`src/rtl/axi_line_pkg.sv`:
```
// Shared types and fixed AXI field values for the cache-line transfer engine.
// Included by axi_line_engine; no configuration lives here.
package axi_line_pkg;

    typedef enum logic [2:0] {
        S_IDLE,
        S_WADDR,
        S_WRESP,
        S_RADDR,
        S_RDATA,
        S_RESP
    } state_t;

    localparam logic [1:0] AXI_RESP_OKAY = 2'b00;
    localparam logic [1:0] BURST_INCR    = 2'b01;
    localparam logic [3:0] CACHE         = 4'b0011;
    localparam logic [2:0] PROT          = 3'b000;
    localparam logic [3:0] QOS           = 4'b0000;

    // AxSIZE encodes bytes per beat as log2.
    function automatic logic [2:0] axsize(input int data_w);
        return 3'($clog2(data_w / 8));
    endfunction

endpackage

```
`src/rtl/axi_line_engine.sv`:
```
// Cache-line engine: optional writeback burst, then line fill, then one-cycle response.
// Optional watchdog on stalled bursts when AXI_TIMEOUT_EN is defined.
module axi_line_engine
    import axi_line_pkg::*;
#(
    parameter int ADDR_W = 27,
    parameter int DATA_W = 128,
    parameter int BEATS  = 4,
    localparam int LINE_W = DATA_W * BEATS
) (
    input  logic              clk,
    input  logic              rst,

    input  logic              req_valid,
    output logic              req_ready,
    input  logic              req_wb,
    input  logic [ADDR_W-1:0] req_wb_addr,
    input  logic [ADDR_W-1:0] req_fill_addr,
    input  logic [LINE_W-1:0] req_wdata,
    output logic              resp_valid,
    output logic [LINE_W-1:0] resp_rdata,
    output logic              resp_err,
    output logic              busy,

    output logic [ADDR_W-1:0] m_axi_awaddr,
    output logic [7:0]        m_axi_awlen,
    output logic [2:0]        m_axi_awsize,
    output logic [1:0]        m_axi_awburst,
    output logic [3:0]        m_axi_awcache,
    output logic [2:0]        m_axi_awprot,
    output logic [3:0]        m_axi_awqos,
    output logic              m_axi_awvalid,
    input  logic              m_axi_awready,

    output logic [DATA_W-1:0] m_axi_wdata,
    output logic [DATA_W/8-1:0] m_axi_wstrb,
    output logic              m_axi_wlast,
    output logic              m_axi_wvalid,
    input  logic              m_axi_wready,

    input  logic [1:0]        m_axi_bresp,
    input  logic              m_axi_bvalid,
    output logic              m_axi_bready,

    output logic [ADDR_W-1:0] m_axi_araddr,
    output logic [7:0]        m_axi_arlen,
    output logic [2:0]        m_axi_arsize,
    output logic [1:0]        m_axi_arburst,
    output logic [3:0]        m_axi_arcache,
    output logic [2:0]        m_axi_arprot,
    output logic [3:0]        m_axi_arqos,
    output logic              m_axi_arvalid,
    input  logic              m_axi_arready,

    input  logic [DATA_W-1:0] m_axi_rdata,
    input  logic [1:0]        m_axi_rresp,
    input  logic              m_axi_rlast,
    input  logic              m_axi_rvalid,
    output logic              m_axi_rready
);

    localparam int CW = (BEATS > 1) ? $clog2(BEATS) : 1;
    localparam logic [CW-1:0] LAST = CW'(BEATS - 1);

    state_t            state_q, state_d;
    logic [CW-1:0]     cnt_q;
    logic              aw_done_q, w_done_q, err_q;
    logic [ADDR_W-1:0] wb_addr_q, fill_addr_q;
    logic [LINE_W-1:0] wline_q;
    logic              last_beat, aw_hs, w_hs, timeout;

    assign last_beat = (cnt_q == LAST);
    assign aw_hs     = m_axi_awvalid && m_axi_awready;
    assign w_hs      = m_axi_wvalid && m_axi_wready;
    assign busy      = (state_q != S_IDLE);

    assign m_axi_awaddr  = wb_addr_q;
    assign m_axi_awlen   = 8'(BEATS - 1);
    assign m_axi_awsize  = axsize(DATA_W);
    assign m_axi_awburst = BURST_INCR;
    assign m_axi_awcache = CACHE;
    assign m_axi_awprot  = PROT;
    assign m_axi_awqos   = QOS;
    assign m_axi_wdata   = wline_q[int'(cnt_q)*DATA_W +: DATA_W];
    assign m_axi_wstrb   = '1;
    assign m_axi_wlast   = last_beat;

    assign m_axi_araddr  = fill_addr_q;
    assign m_axi_arlen   = 8'(BEATS - 1);
    assign m_axi_arsize  = axsize(DATA_W);
    assign m_axi_arburst = BURST_INCR;
    assign m_axi_arcache = CACHE;
    assign m_axi_arprot  = PROT;
    assign m_axi_arqos   = QOS;

`ifdef AXI_TIMEOUT_EN
    logic [15:0] wd_q;
    logic        watching, progress;

    assign watching = (state_q == S_WRESP) || (state_q == S_RDATA);
    assign progress = ((state_q == S_WRESP) && m_axi_bvalid) ||
                      ((state_q == S_RDATA) && m_axi_rvalid);
    assign timeout  = watching && !progress && (wd_q == 16'hFFFF);

    always_ff @(posedge clk) begin
        if (rst || !watching || progress)
            wd_q <= '0;
        else if (wd_q != 16'hFFFF)
            wd_q <= wd_q + 16'd1;
    end
`else
    assign timeout = 1'b0;
`endif

    always_comb begin
        state_d       = state_q;
        req_ready     = 1'b0;
        m_axi_awvalid = 1'b0;
        m_axi_wvalid  = 1'b0;
        m_axi_bready  = 1'b0;
        m_axi_arvalid = 1'b0;
        m_axi_rready  = 1'b0;
        unique case (state_q)
            S_IDLE: begin
                req_ready = 1'b1;
                if (req_valid)
                    state_d = req_wb ? S_WADDR : S_RADDR;
            end
            S_WADDR: begin
                m_axi_awvalid = !aw_done_q;
                m_axi_wvalid  = !w_done_q;
                if ((aw_done_q || aw_hs) &&
                    (w_done_q || (w_hs && last_beat)))
                    state_d = S_WRESP;
            end
            S_WRESP: begin
                m_axi_bready = 1'b1;
                if (m_axi_bvalid)
                    state_d = S_RADDR;
                else if (timeout)
                    state_d = S_RESP;
            end
            S_RADDR: begin
                m_axi_arvalid = 1'b1;
                if (m_axi_arready)
                    state_d = S_RDATA;
            end
            S_RDATA: begin
                m_axi_rready = 1'b1;
                if (m_axi_rvalid && (m_axi_rlast || last_beat))
                    state_d = S_RESP;
                else if (timeout)
                    state_d = S_RESP;
            end
            S_RESP:  state_d = S_IDLE;
            default: state_d = S_IDLE;
        endcase
    end

    always_ff @(posedge clk) begin
        if (rst) begin
            state_q     <= S_IDLE;
            cnt_q       <= '0;
            aw_done_q   <= 1'b0;
            w_done_q    <= 1'b0;
            err_q       <= 1'b0;
            wb_addr_q   <= '0;
            fill_addr_q <= '0;
            wline_q     <= '0;
            resp_valid  <= 1'b0;
            resp_err    <= 1'b0;
            resp_rdata  <= '0;
        end else begin
            state_q    <= state_d;
            resp_valid <= 1'b0;
            unique case (state_q)
                S_IDLE: begin
                    if (req_valid) begin
                        wb_addr_q   <= req_wb_addr;
                        fill_addr_q <= req_fill_addr;
                        wline_q     <= req_wdata;
                        err_q       <= 1'b0;
                        cnt_q       <= '0;
                        aw_done_q   <= 1'b0;
                        w_done_q    <= 1'b0;
                    end
                end
                S_WADDR: begin
                    if (aw_hs)
                        aw_done_q <= 1'b1;
                    if (w_hs) begin
                        cnt_q <= cnt_q + 1'b1;
                        if (last_beat)
                            w_done_q <= 1'b1;
                    end
                end
                S_WRESP: begin
                    if (m_axi_bvalid && (m_axi_bresp != AXI_RESP_OKAY))
                        err_q <= 1'b1;
                end
                S_RADDR: cnt_q <= '0;
                S_RDATA: begin
                    if (m_axi_rvalid) begin
                        resp_rdata[int'(cnt_q)*DATA_W +: DATA_W] <= m_axi_rdata;
                        cnt_q <= cnt_q + 1'b1;
                        // A burst that ends early or overruns is still reported.
                        if ((m_axi_rresp != AXI_RESP_OKAY) ||
                            (m_axi_rlast != last_beat))
                            err_q <= 1'b1;
                    end
                end
                S_RESP: begin
                    resp_valid <= 1'b1;
                    resp_err   <= err_q;
                end
                default: ;
            endcase
            if (timeout)
                err_q <= 1'b1;
        end
    end

endmodule

```
`config.mk`:
```
export PLATFORM = sky130hd
export DESIGN_NAME = axi_line_engine
export DESIGN_NICKNAME = d
export VERILOG_FILES = /design/src/rtl/axi_line_pkg.sv /design/src/rtl/axi_line_engine.sv
export SDC_FILE = /design/constraint.sdc
export NUM_CORES = 2
export LEC_CHECK = 0
export ABC_AREA = 1
export CORE_AREA = 4 4 574 576
export CTS_BUF_LIST = sky130_fd_sc_hd__clkbuf_2
export DETAILED_ROUTE_END_ITERATION = 12
export DIE_AREA = 0 0 578 580
export PLACE_DENSITY = 0.34
export SETUP_SLACK_MARGIN = 0.02
export SYNTH_ARGS = -nofsm -noshare
export SYNTH_HDL_FRONTEND = slang
export SYNTH_SLANG_ARGS = --single-unit
```
`constraint.sdc`:
```
create_clock -name clk -period 3.2 [get_ports clk]
set_input_delay 0.32 -clock clk [delete_from_list [all_inputs] [get_ports clk]]
set_output_delay 0.32 -clock clk [all_outputs]
set_load 0.03 [all_outputs]
```
==> results.txt, run 1 <==
- PortBufs: 1411
* Post_cts resized: 593
* CTS root buffer: clkbuf_2
* Post-CTS Setup Repair Bufs: 56
- Chip height: 580 um
* Number of register bits inferred by synthesis: 1088
- Post-synthesis instance total: 5961
- Mapped Area: 43900 um2
- Outcome: stopped before the end
- Count of yosys warnings during synthesis: 0
* Number of buffers created by CTS: 344
- Final weighted congestion in routability-driven placement: 0.836
- Synthesized area divided by synthesized cell count: 7.36 um2
- The number of different library cells used by synthesis comes to 32.
- Tool error message: [ERROR RSZ-0060] Max buffer count reached.
- Pin placement for this block handled 1476 I/O pins.
- Once the floorplan was initialized, standard cells occupied 13.6% of the core.
* Clk sink count: 1088
- Number of rows created at floorplan: 209
- The H-tree generated during clock tree synthesis spans 5 levels.
- Proportion of synthesized chip area in sequential cells: 49.6%
- The wire-length estimate of the detail-placed layout is 216000 um.
- Die Width: 578 um
- The flow halted during 4_1_cts.
* Number of buffers inserted by hold repair at cts: 2387
* Max Buffers Root-to-Sink: 4
cells by family after synthesis:
group | synth area share (%)
buffers and inverters | 7.36
other | 0.0171
and+or+nand+nor | 23.3
DFF | 49.6
adders and majority gates | 0.200
AOI/OAI and AO/OA | 19.5
synthesized netlist by cell type:
cell type | n | share of area, %
a21oi_1 | 480 | 5.5
a31oi_1 | 16 | 0.23
buf_1 | 16 | 0.14
buf_2 | 172 | 2.0
buf_4 | 67 | 1.1
buf_6 | 9 | 0.23
clkbuf_1 | 342 | 2.9
clkbuf_2 | 1 | 0.011
clkinv_1 | 2 | 0.017
clkinv_2 | 1 | 0.011
conb_1 | 2 | 0.017
dfxtp_1 | 1088 | 50
ha_1 | 7 | 0.20
inv_1 | 101 | 0.86
inv_2 | 6 | 0.051
nand2_1 | 448 | 3.8
nand2_2 | 5 | 0.071
nand3_1 | 244 | 2.8
nand4_1 | 151 | 2.2
nor2_1 | 1589 | 14
nor2_2 | 2 | 0.029
nor2_4 | 3 | 0.077
nor3_1 | 35 | 0.40
nor3_2 | 1 | 0.023
o211a_1 | 18 | 0.41
o21a_1 | 24 | 0.41
o21ai_0 | 975 | 11
o21ai_1 | 6 | 0.068
o22ai_1 | 129 | 1.8
or2_0 | 9 | 0.13
or2_1 | 1 | 0.014
or2_2 | 11 | 0.16
metrics by stage:
| stage | setup WS (ns) | area [um2] | std cells |
|---|---|---|---|
| floorplan | 0.594 | 44100 | 6023 |
| global placement | 0.459 | 62900 | 11300 |
| detailed placement | 0.456 | 62900 | 11300 |
==> inputs of run 2 (changes only) <==
- CORE_AREA: 4 4 574 576 -> 4 4 565 567
- CTS_BUF_LIST: sky130_fd_sc_hd__clkbuf_2 -> unset
- DIE_AREA: 0 0 578 580 -> 0 0 569 571
- PLACE_DENSITY: 0.34 -> unset
- PLACE_DENSITY_LB_ADDON: unset -> 0.15
- SETUP_SLACK_MARGIN: 0.02 -> unset
==> run 2 against run 1 <==
- the flow now finishes without violations
- synthesized cell count stayed put
- area after synthesis stayed put
==> results.txt, run 2 <==
* Worst Path Arrival: 2.78 ns
- The first routing iteration left 3178 violations.
* Share of synthesized flip-flops with an asynchronous set or reset: 0%
- After detailed routing, the average wire length per cell comes to 25.7 um.
- Once routing completed, OpenROAD measured the worst setup slack at 0.101 ns.
* Worst hold-check path type: input pin to register
* Critical path, cell by cell: inv_4, buf_12, o21ai_0, o22ai_4, buf_4, buf_12
* Count of yosys warnings during synthesis: 0
* Placed cell count: 11100
* Type of the worst setup path: register to output pin
- Core ar.: 314000 um2
- Final period utilization: 96.8%
- After synthesis, the netlist uses 32 different library cells.
- For this design the ratio of total power to cell area is 759 nW/um2.
* Clk sink count: 1088
- In this run the core area contains 206 standard-cell rows.
- The final number of hold-violating endpoints came to 0.
- The first global-routing pass estimated 398000 um of wire.
* Vias per inst: 4.16
- After synthesis, the cell types taking the most area are dfxtp_1 (50%), nor2_1 (14%), o21ai_0 (11%).
* Number of cells on the worst hold path: 3
- In this run the tool buffered the top-level ports with 1411 buffer cells.
* Library cell occupying the most area in the post-synthesis netlist: dfxtp_1
- The finished cells cover 68500 um2.
* Top-count cell post-synth: nor2_1
* Category of the worst setup path launch point: register
* CTS HTree Levels: 4
- IR Drop Worst-Case VDD: 0.559 mV
* Net count of the finished layout: 7880
- Setup violations remaining at the end of the flow were counted as 0.
- Routability-driven placement finished with a final weighted congestion of 0.810.
- Number of register bits inferred by synthesis: 1088
* Most common cell after layout, fill and taps aside: nor2_1
* CTS root buffer: clkbuf_16
- Filler cells: 35000
- The analysis attributes to cell leakage a power of 25.6 nW.
- Via count of the first global-routing pass: 47100
- Outcome: completed
- Crit end category: output pin
* Reg2reg path depth: 9
* Sum Neg Setup Slack: 0 ns
* Post-synthesis instance total: 5961
* CTS tree: built
- Worst-case hold slack: 0.107 ns
- Detailed routing inserted a total of 47700 vias.
* Critical path's slowest cell: dfxtp_4
* Commonest cells in the netlist: nor2_1 (1589), dfxtp_1 (1088), o21ai_0 (975)
- Data on the critical path is required at its endpoint by 2.88 ns.
- Global routing consumed, over all layers together, 17.2% of the routing resources.
- Among all flip-flop cells after synthesis, the most frequent one is dfxtp_1.
- The detail route stage leaves a number of antenna-violating nets equal to 0.
- At the pin with the least slew margin, the transition time is 1.05 ns.
- Setup repair after global routing left no endpoint under its margin.
- Clock transition time at the flip-flop clock pins of the worst setup and hold paths: 0.06 ns
* Proportion of synthesized chip area in sequential cells: 49.6%
- Max-slew violations: 0
- Along the worst path, the maximum fanout reaches 42.
* Number of buffers created by CTS: 151
* Starting Density: 14.0%
- Share of the synthesized area in the top cell type: 49.6%
- From synthesis to final layout, the design area changed by 56.1%.
- Number of enable-type register cells in the synthesized netlist: 0
- Iteration count of the initial detailed-routing pass: 7
* Largest registers ranked by flip-flop count: resp_rdata x512, wline_q x512
* Final non-filler cell total: 11500
* Total congestion overflow after global routing: 0
* Share of cells above drive strength 1: 7.35%
- Multi-input gate area in the final layout: 19300 um2
- Headroom to the max-slew limit: 30.0%
* Worst slack after detailed placement: -0.0993 ns
- 1476 I/O pins were placed.
- Fin Clk Skew: 0.0469 ns
- Top cell by count, worst path: buf_12
- Die Width: 569 um
* Leading cell types in the layout, fill and taps excluded: nor2_1 (1587), clkdlybuf4s50_1 (1280), dfxtp_1 (1086)
- After detailed placement, the total cell area comes to 62800 um2.
- For this block, the routed nets add up to 294000 um of wire.
- Summing all flip-flop and latch instances after layout gives 21800 um2.
- For this run, design rule violations remaining after detail routing come to 0.
* F_max: 323 MHz
* Total die area: 325000 um2
- Post-layout total power: 52.0 mW
* Clock latency of the later-clocked register in the worst-skew pair: 0.81 ns
- A synthesized cell averages 7.36 um2.
* Largest stage delay on the critical path: 0.45 ns
* Mapped Area: 43900 um2
* Chip height: 571 um
* Antenna violations before repair: 155
* Half-perimeter wire length after detailed placement: 212000 um
- Max-cap violations in this run came to 0.
- The clock passes through at most 4 buffers.
* Final critical path time including I/O delays and setup: 3.10 ns
- Largest net degree at the start of global routing: 159
- Utilization of the core after routing: 21.8%
## run 2: where the power goes
| part | internal [mW] | total (mW) | leakage, nW | switching [mW] |
|---|---|---|---|---|
| logic | 6.17 | 18.2 | 14.3 | 12.1 |
| clock network | 10.1 | 17.0 | 2.37 | 6.93 |
| registers | 15.7 | 16.8 | 8.88 | 1.10 |
## run 2: layer usage
| metal | GRT usage (%) | wire (um) | share of wire [%] | vias to the layer above |
|---|---|---|---|---|
| met5 | 0 | 931 | 0.32 | - |
| met4 | 3.91 | 7140 | 2.4 | 144 |
| li1 | - | - | - | 22300 |
| met3 | 6.33 | 26200 | 8.9 | 474 |
| met2 | 30.8 | 147000 | 50 | 1726 |
| met1 | 19.3 | 113000 | 38 | 23100 |
## run 2: logic make-up after synthesis
kind of cell    after synthesis  share of synthesized area (%)
fa+ha+maj                     7                          0.200
compound gates             1648                           19.5
other cells                   2                         0.0171
simple gates               2499                           23.3
flops                      1088                           49.6
buf+inv                     717                           7.36
## run 2: cell type report
cell class / count / area share (%)
clock buffer: 227 / 6.42
inverter: 110 / 0.657
tap: 4160 / 7.60
clock inverter: 31 / 0.668
antenna: 37 / 0.135
timing repair buffer: 1596 / 24.6
multi-input combinational: 4218 / 28.2
sequential: 1088 / 31.8
## run 2: worst paths after layout
kind | from | end | slack, ns
worst max-delay path | cnt_q[1] | m_axi_wdata[121] | 0.10
worst min-delay path | req_wdata[221] | wline_q[221] | 0.11
worst max register to register | cnt_q[1] | resp_rdata[340] | 0.52
worst min register to register | resp_rdata[246] | resp_rdata[246] | 0.46
## run 2: timing repair
item	CTS	global route
hold buffers	47	0
setup endpoints to repair	63	5
hold endpoints to repair	77	0
gates resized for setup	28	5
buffers inserted	0	0
pin swaps	1	0
gates cloned	6	0
## run 2: critical path, delay by kind of cell, from the launching register on
kind / cells / cell delay, ns
compound gates: 2 / 0.53
buf+inv: 4 / 0.74
flops: 1 / 0.45
Note: power is estimated with default switching activity, not from simulation.
